File: src/rtl/div_unit_seq.sv
// Multi-cycle radix-2 restoring divider: signed/unsigned, one quotient bit per clock.
// Quotient feeds LO and remainder feeds HI; both hold from DONE until the next accepted start.
module div_unit_seq #(
  parameter int WIDTH = 32
) (
  input  logic             Clock,
  input  logic             clear_n,
  input  logic             start,
  input  logic             is_signed,
  input  logic [WIDTH-1:0] dividend,
  input  logic [WIDTH-1:0] divisor,
  output logic             busy,
  output logic             done,
  output logic [WIDTH-1:0] quotient,
  output logic [WIDTH-1:0] remainder,
  output logic             div_by_zero,
  output logic [1:0]       dbg_state_o
);

  localparam int CW = $clog2(WIDTH + 1);

  typedef enum logic [1:0] {
    S_IDLE = 2'd0,
    S_CALC = 2'd1,
    S_FIX  = 2'd2,
    S_DONE = 2'd3
  } state_t;

  // Handshake: start is honoured only while busy is low; the results are valid
  // in the single cycle done is high and stay stable until the next accepted start.

  state_t           state_q, state_d;
  logic [CW-1:0]    count_q, count_d;
  logic [WIDTH-1:0] rem_q, rem_d;
  logic [WIDTH-1:0] dvd_q, dvd_d;
  logic [WIDTH-1:0] dmag_q, dmag_d;
  logic             neg_q_q, neg_q_d;
  logic             neg_r_q, neg_r_d;
  logic [WIDTH-1:0] quo_q, quo_d;
  logic [WIDTH-1:0] rmd_q, rmd_d;
  logic             dz_q, dz_d;

  logic [WIDTH:0]   shifted;
  logic [WIDTH:0]   trial;
  logic             dvd_neg;
  logic             dsr_neg;

  assign dvd_neg = is_signed & dividend[WIDTH-1];
  assign dsr_neg = is_signed & divisor[WIDTH-1];

  // Remainder stays below the divisor, so only the shifted value needs the extra bit.
  assign shifted = {rem_q, dvd_q[WIDTH-1]};
  assign trial   = shifted - {1'b0, dmag_q};

  always_comb begin
    state_d = state_q;
    count_d = count_q;
    rem_d   = rem_q;
    dvd_d   = dvd_q;
    dmag_d  = dmag_q;
    neg_q_d = neg_q_q;
    neg_r_d = neg_r_q;
    quo_d   = quo_q;
    rmd_d   = rmd_q;
    dz_d    = dz_q;
    unique case (state_q)
      S_IDLE: begin
        if (start) begin
          dvd_d   = dvd_neg ? -dividend : dividend;
          dmag_d  = dsr_neg ? -divisor : divisor;
          neg_q_d = dvd_neg ^ dsr_neg;
          neg_r_d = dvd_neg;
          rem_d   = '0;
          count_d = CW'(WIDTH);
          dz_d    = 1'b0;
          if (divisor == '0) begin
            quo_d   = '1;
            rmd_d   = dividend;
            dz_d    = 1'b1;
            state_d = S_DONE;
          end else begin
            state_d = S_CALC;
          end
        end
      end
      S_CALC: begin
        if (!trial[WIDTH]) begin
          rem_d = trial[WIDTH-1:0];
          dvd_d = {dvd_q[WIDTH-2:0], 1'b1};
        end else begin
          rem_d = shifted[WIDTH-1:0];
          dvd_d = {dvd_q[WIDTH-2:0], 1'b0};
        end
        count_d = count_q - CW'(1);
        if (count_q == CW'(1)) begin
          state_d = S_FIX;
        end
      end
      S_FIX: begin
        // Sign fix-up gives truncation toward zero; MIN / -1 wraps back to MIN.
        quo_d   = neg_q_q ? -dvd_q : dvd_q;
        rmd_d   = neg_r_q ? -rem_q : rem_q;
        state_d = S_DONE;
      end
      S_DONE: begin
        state_d = S_IDLE;
      end
      default: begin
        state_d = S_IDLE;
      end
    endcase
  end

  always_ff @(posedge Clock or negedge clear_n) begin
    if (!clear_n) begin
      state_q <= S_IDLE;
      count_q <= '0;
      rem_q   <= '0;
      dvd_q   <= '0;
      dmag_q  <= '0;
      neg_q_q <= 1'b0;
      neg_r_q <= 1'b0;
      quo_q   <= '0;
      rmd_q   <= '0;
      dz_q    <= 1'b0;
    end else begin
      state_q <= state_d;
      count_q <= count_d;
      rem_q   <= rem_d;
      dvd_q   <= dvd_d;
      dmag_q  <= dmag_d;
      neg_q_q <= neg_q_d;
      neg_r_q <= neg_r_d;
      quo_q   <= quo_d;
      rmd_q   <= rmd_d;
      dz_q    <= dz_d;
    end
  end

  assign busy        = (state_q != S_IDLE);
  assign done        = (state_q == S_DONE);
  assign quotient    = quo_q;
  assign remainder   = rmd_q;
  assign div_by_zero = dz_q;
  assign dbg_state_o = state_q;

endmodule

File: config.mk
export PLATFORM = sky130hd
export DESIGN_NAME = div_unit_seq
export DESIGN_NICKNAME = d
export VERILOG_FILES = /design/src/rtl/div_unit_seq.sv
export SDC_FILE = /design/constraint.sdc
export NUM_CORES = 1
export LEC_CHECK = 0
export CORE_AREA = 2 2 155 157
export DETAILED_ROUTE_END_ITERATION = 8
export DIE_AREA = 0 0 157 159
export GPL_TIMING_DRIVEN = 0
export PLACE_DENSITY = 0.76
export SLEW_MARGIN = 40
export SYNTH_ARGS = -nofsm -noshare
export SYNTH_HDL_FRONTEND = slang
export SYNTH_SLANG_ARGS = --single-unit
File: constraint.sdc
create_clock -name Clock -period 3.6 [get_ports Clock]
set_clock_uncertainty 0.1 [all_clocks]
set_input_delay 0.36 -clock Clock [delete_from_list [all_inputs] [get_ports Clock]]
set_output_delay 0.36 -clock Clock [all_outputs]
set_load 0.03 [all_outputs]
==> metrics.json <==
{
  "synth_top_area_share_pct": 37.2,
  "rrSetupSlack_ns": 0.09,
  "placedInstanceArea_um2": 13300,
  "rr_startpoint": "dmag_q[0]$_DFFE_PN0P_",
  "initial_utilization_pct": 49.6,
  "die-height_um": 159,
  "critPathKind": "reg2reg",
  "synthArstFlopShare_pct": 100,
  "setup_total_negative_slack_ns": 0,
  "totalPowerFinal_mw": 8.33,
  "ys_dominant_reg_cell": "dfrtp_1",
  "clk_sinks": 171,
  "grt_pass1_vias": 10100,
  "synth_instances": 1386,
  "final_antenna_net_count": 0,
  "ff_latch_area_um2": 4280,
  "area.growth.synth_to_final_pct": 21.9,
  "diodes": 0,
  "ir_drop_mv": 0.286,
  "cts_tree": "built",
  "layout.cells.non_filler": 1879,
  "die_w_um": 157,
  "leakage_nw": 5.48,
  "syn_area_per_cell_um2": 8.30,
  "aggregate_global_route_resource_usage_pct": 25.5,
  "p_per_area_nw_per_um2": 594,
  "ys_seq_elements": 171,
  "synth.cell_area_um2": 11500,
  "n_fill_cell": 2055,
  "timing_max_transition_violations_final": 0,
  "finalWorstPathRequiredPeriod_ns": 3.51,
  "arrival_ns": 3.70,
  "drc_errors_left": 0,
  "cts.reportedPaths.clkPinSlew_ns": 0.07,
  "top_level_ports": 137,
  "overflow": 0,
  "port_buffers": 136,
  "cp-end-kind": "flop",
  "worstMarginPinSlew_ns": 0.747,
  "fin_crit_sh_pct": 97.6,
  "cts_max_path_buffers": 2,
  "detailroute.via_count": 10600,
  "post_synth_main_area_contributors": "dfrtp_1, o21ai_0, xor2_1",
  "rows": 56,
  "setup_violations": 0,
  "multiInputGateArea_um2": 6730,
  "yosysWarnings": 0,
  "synth_nets": 1497,
  "routed_wire_length_per_instance_um": 16.7,
  "fin_nets": 1658,
  "number_of_synthesized_flops_with_an_enable_pin": 0,
  "hold_violations": 0,
  "crit_start": "dmag_q[0]$_DFFE_PN0P_",
  "gpl.final_weighted_congestion": 0.961,
  "rsz0062_at_grt": "yes",
  "first_pass_iters": 7,
  "cp.required_ns": 3.79,
  "wirelength_um": 31300,
  "outcome": "finished clean",
  "fp.coreArea_um2": 23200,
  "drive_above_1_share_pct": 4.74,
  "dp.cells": 1843,
  "distinct_cell_type_count_after_synthesis": 68,
  "max_freq_mhz": 285,
  "initial_antenna_violation_count": 0,
  "global_route_wire_length_before_repair_um": 50900,
  "vias_per_cell": 5.63,
  "h-tree-depth": 4,
  "worst_r2r_endpoint": "rem_q[28]$_DFFE_PN0P_",
  "insertion_delay_ns": 0.44,
  "cts_inserted_buffers": 17,
  "clock_tree.root_cell": "clkbuf_16",
  "reg2regPathDepth": 14,
  "dp_hpwl_um": 24800,
  "synthDominantAreaCellType": "dfrtp_1",
  "drv.max_cap_violation_count": 0,
  "synth.top_cells.by_count": "nand2_1, dfrtp_1, o21ai_0, nor2_1, a21oi_1",
  "finalInstanceArea_um2": 14000,
  "fraction_of_the_yosys_area_taken_by_sequential_cells_pct": 37.2,
  "initialDrtViolationCount": 823,
  "final_core_utilization_pct": 60.4,
  "relSlewSlack_pct": 50.2,
  "hp-class": "in2async",
  "die_area_um2": 25000,
  "worst-path-max-fanout": 10,
  "synthMostInstantiatedCell": "nand2_1",
  "critPathLaunchType": "flop",
  "pin_count_of_the_biggest_net_entering_global_routing": 77
}
==> registers in the layout, indices dropped and copies added, names as in the netlist <==
register / cells
count_q: 6
dbg_state_o: 2
div_by_zero: 1
dmag_q: 32
dvd_q: 32
neg_q_q: 1
neg_r_q: 1
quotient: 32
rem_q: 32
remainder: 32
==> worst max-delay path: stages, from the launching register on <==
cell and delay, ns:
dfrtp_1 0.45, ha_4 0.19, fa_2 0.36, nand2b_4 0.15, a21o_1 0.17, a31o_1 0.19, and2_4 0.15, o21a_4 0.21
o21ba_1 0.21, a221o_1 0.32, a221o_1 0.31, buf_6 0.16, buf_8 0.16, mux2i_1 0.14, o21ai_0 0.10
==> cells by family after synthesis <==
| family | after synthesis | share of synthesized area (%) |
|---|---|---|
| flip-flops | 171 | 37.2 |
| XOR/XNOR | 147 | 11.2 |
| multiplexers | 42 | 3.74 |
| buffers and inverters | 130 | 4.61 |
| AND/OR/NAND/NOR | 420 | 16.3 |
| adder cells (fa/ha/maj) | 43 | 4.74 |
| AO/OA/AOI/OAI | 433 | 22.2 |
==> layer usage <==
metal  track usage [%]  share of wire (%)  vias up
met5                 0                  0        -
met4              9.84                3.0        0
met3              3.43                5.3       79
met2              43.7                 49      391
met1              32.6                 42     4902
li1                  -                  -     5215
==> worst max path at each step <==
stage,end
2_1_floorplan,rem_q[15]$_DFFE_PN0P_
3_3_place_gp,dmag_q[31]$_DFFE_PN0P_
3_5_place_dp,quotient[7]$_DFFE_PN0P_
4_1_cts,rem_q[28]$_DFFE_PN0P_
5_1_grt,rem_q[15]$_DFFE_PN0P_
6_report,rem_q[28]$_DFFE_PN0P_
==> cell usage in the layout, fill, tap and decap left out, types with 7 or more instances in the layout <==
cell | synthesis | final
xor2_1 | 88 | 88
o21ai_1 | 18 | 30
a21oi_1 | 114 | 114
nand2_1 | 191 | 191
mux2i_1 | 40 | 39
buf_2 | 7 | 7
dfrtp_1 | 171 | 171
clkdlybuf4s50_1 | 0 | 135
nor3_1 | 16 | 16
nor2_1 | 116 | 116
clkbuf_16 | 0 | 17
xnor2_1 | 59 | 59
o31ai_1 | 28 | 28
nor4_1 | 11 | 11
or4_1 | 12 | 12
or3_1 | 20 | 20
clkbuf_1 | 54 | 53
a21o_1 | 11 | 11
o41ai_1 | 12 | 12
o21ai_0 | 163 | 151
inv_1 | 58 | 57
o21bai_1 | 7 | 7
ha_1 | 42 | 41
a31oi_1 | 30 | 30
o21a_1 | 7 | 7
nand2b_1 | 8 | 7
nand3_1 | 10 | 10
==> layout make-up <==
class	instances	share of cell area, %
Sequential cell	171	30.5
Clock inverter	15	1.34
Buffer	71	2.27
Timing Repair Buffer	142	10.4
Inverter	59	1.58
Tap cell	319	2.85
Multi-Input combinational cell	1085	48.0
Clock buffer	17	3.03
==> what timing repair did <==
action / in CTS / in global routing
endpoints found under the hold margin: 35 / 0
buffers inserted: 1 / 2
setup endpoints to repair: 35 / 35
hold buffers: 1 / 0
cloned: 0 / 0
resized for setup: 5 / 18
pin swaps: 0 / 2
==> power by group <==
part / switching, mW / internal, mW / total (mW) / leakage, nW
logic: 1.85 / 1.76 / 3.61 / 3.13
registers: 0.525 / 2.25 / 2.78 / 2.06
clock network: 0.835 / 1.10 / 1.94 / 0.297
total: 3.21 / 5.12 / 8.33 / 5.48
==> stage by stage <==
step | worst slack, ns | hold WS [ns]
final | 0.0874 | 0.266
after global routing | -0.0497 | 0.282
after CTS | 0.0307 | 0.271
after detailed placement | -0.245 | 0.140
after global placement | -4.69 | 0.363
after floorplan | 0.238 | -0.0356
(Power assumes the default switching activity.)
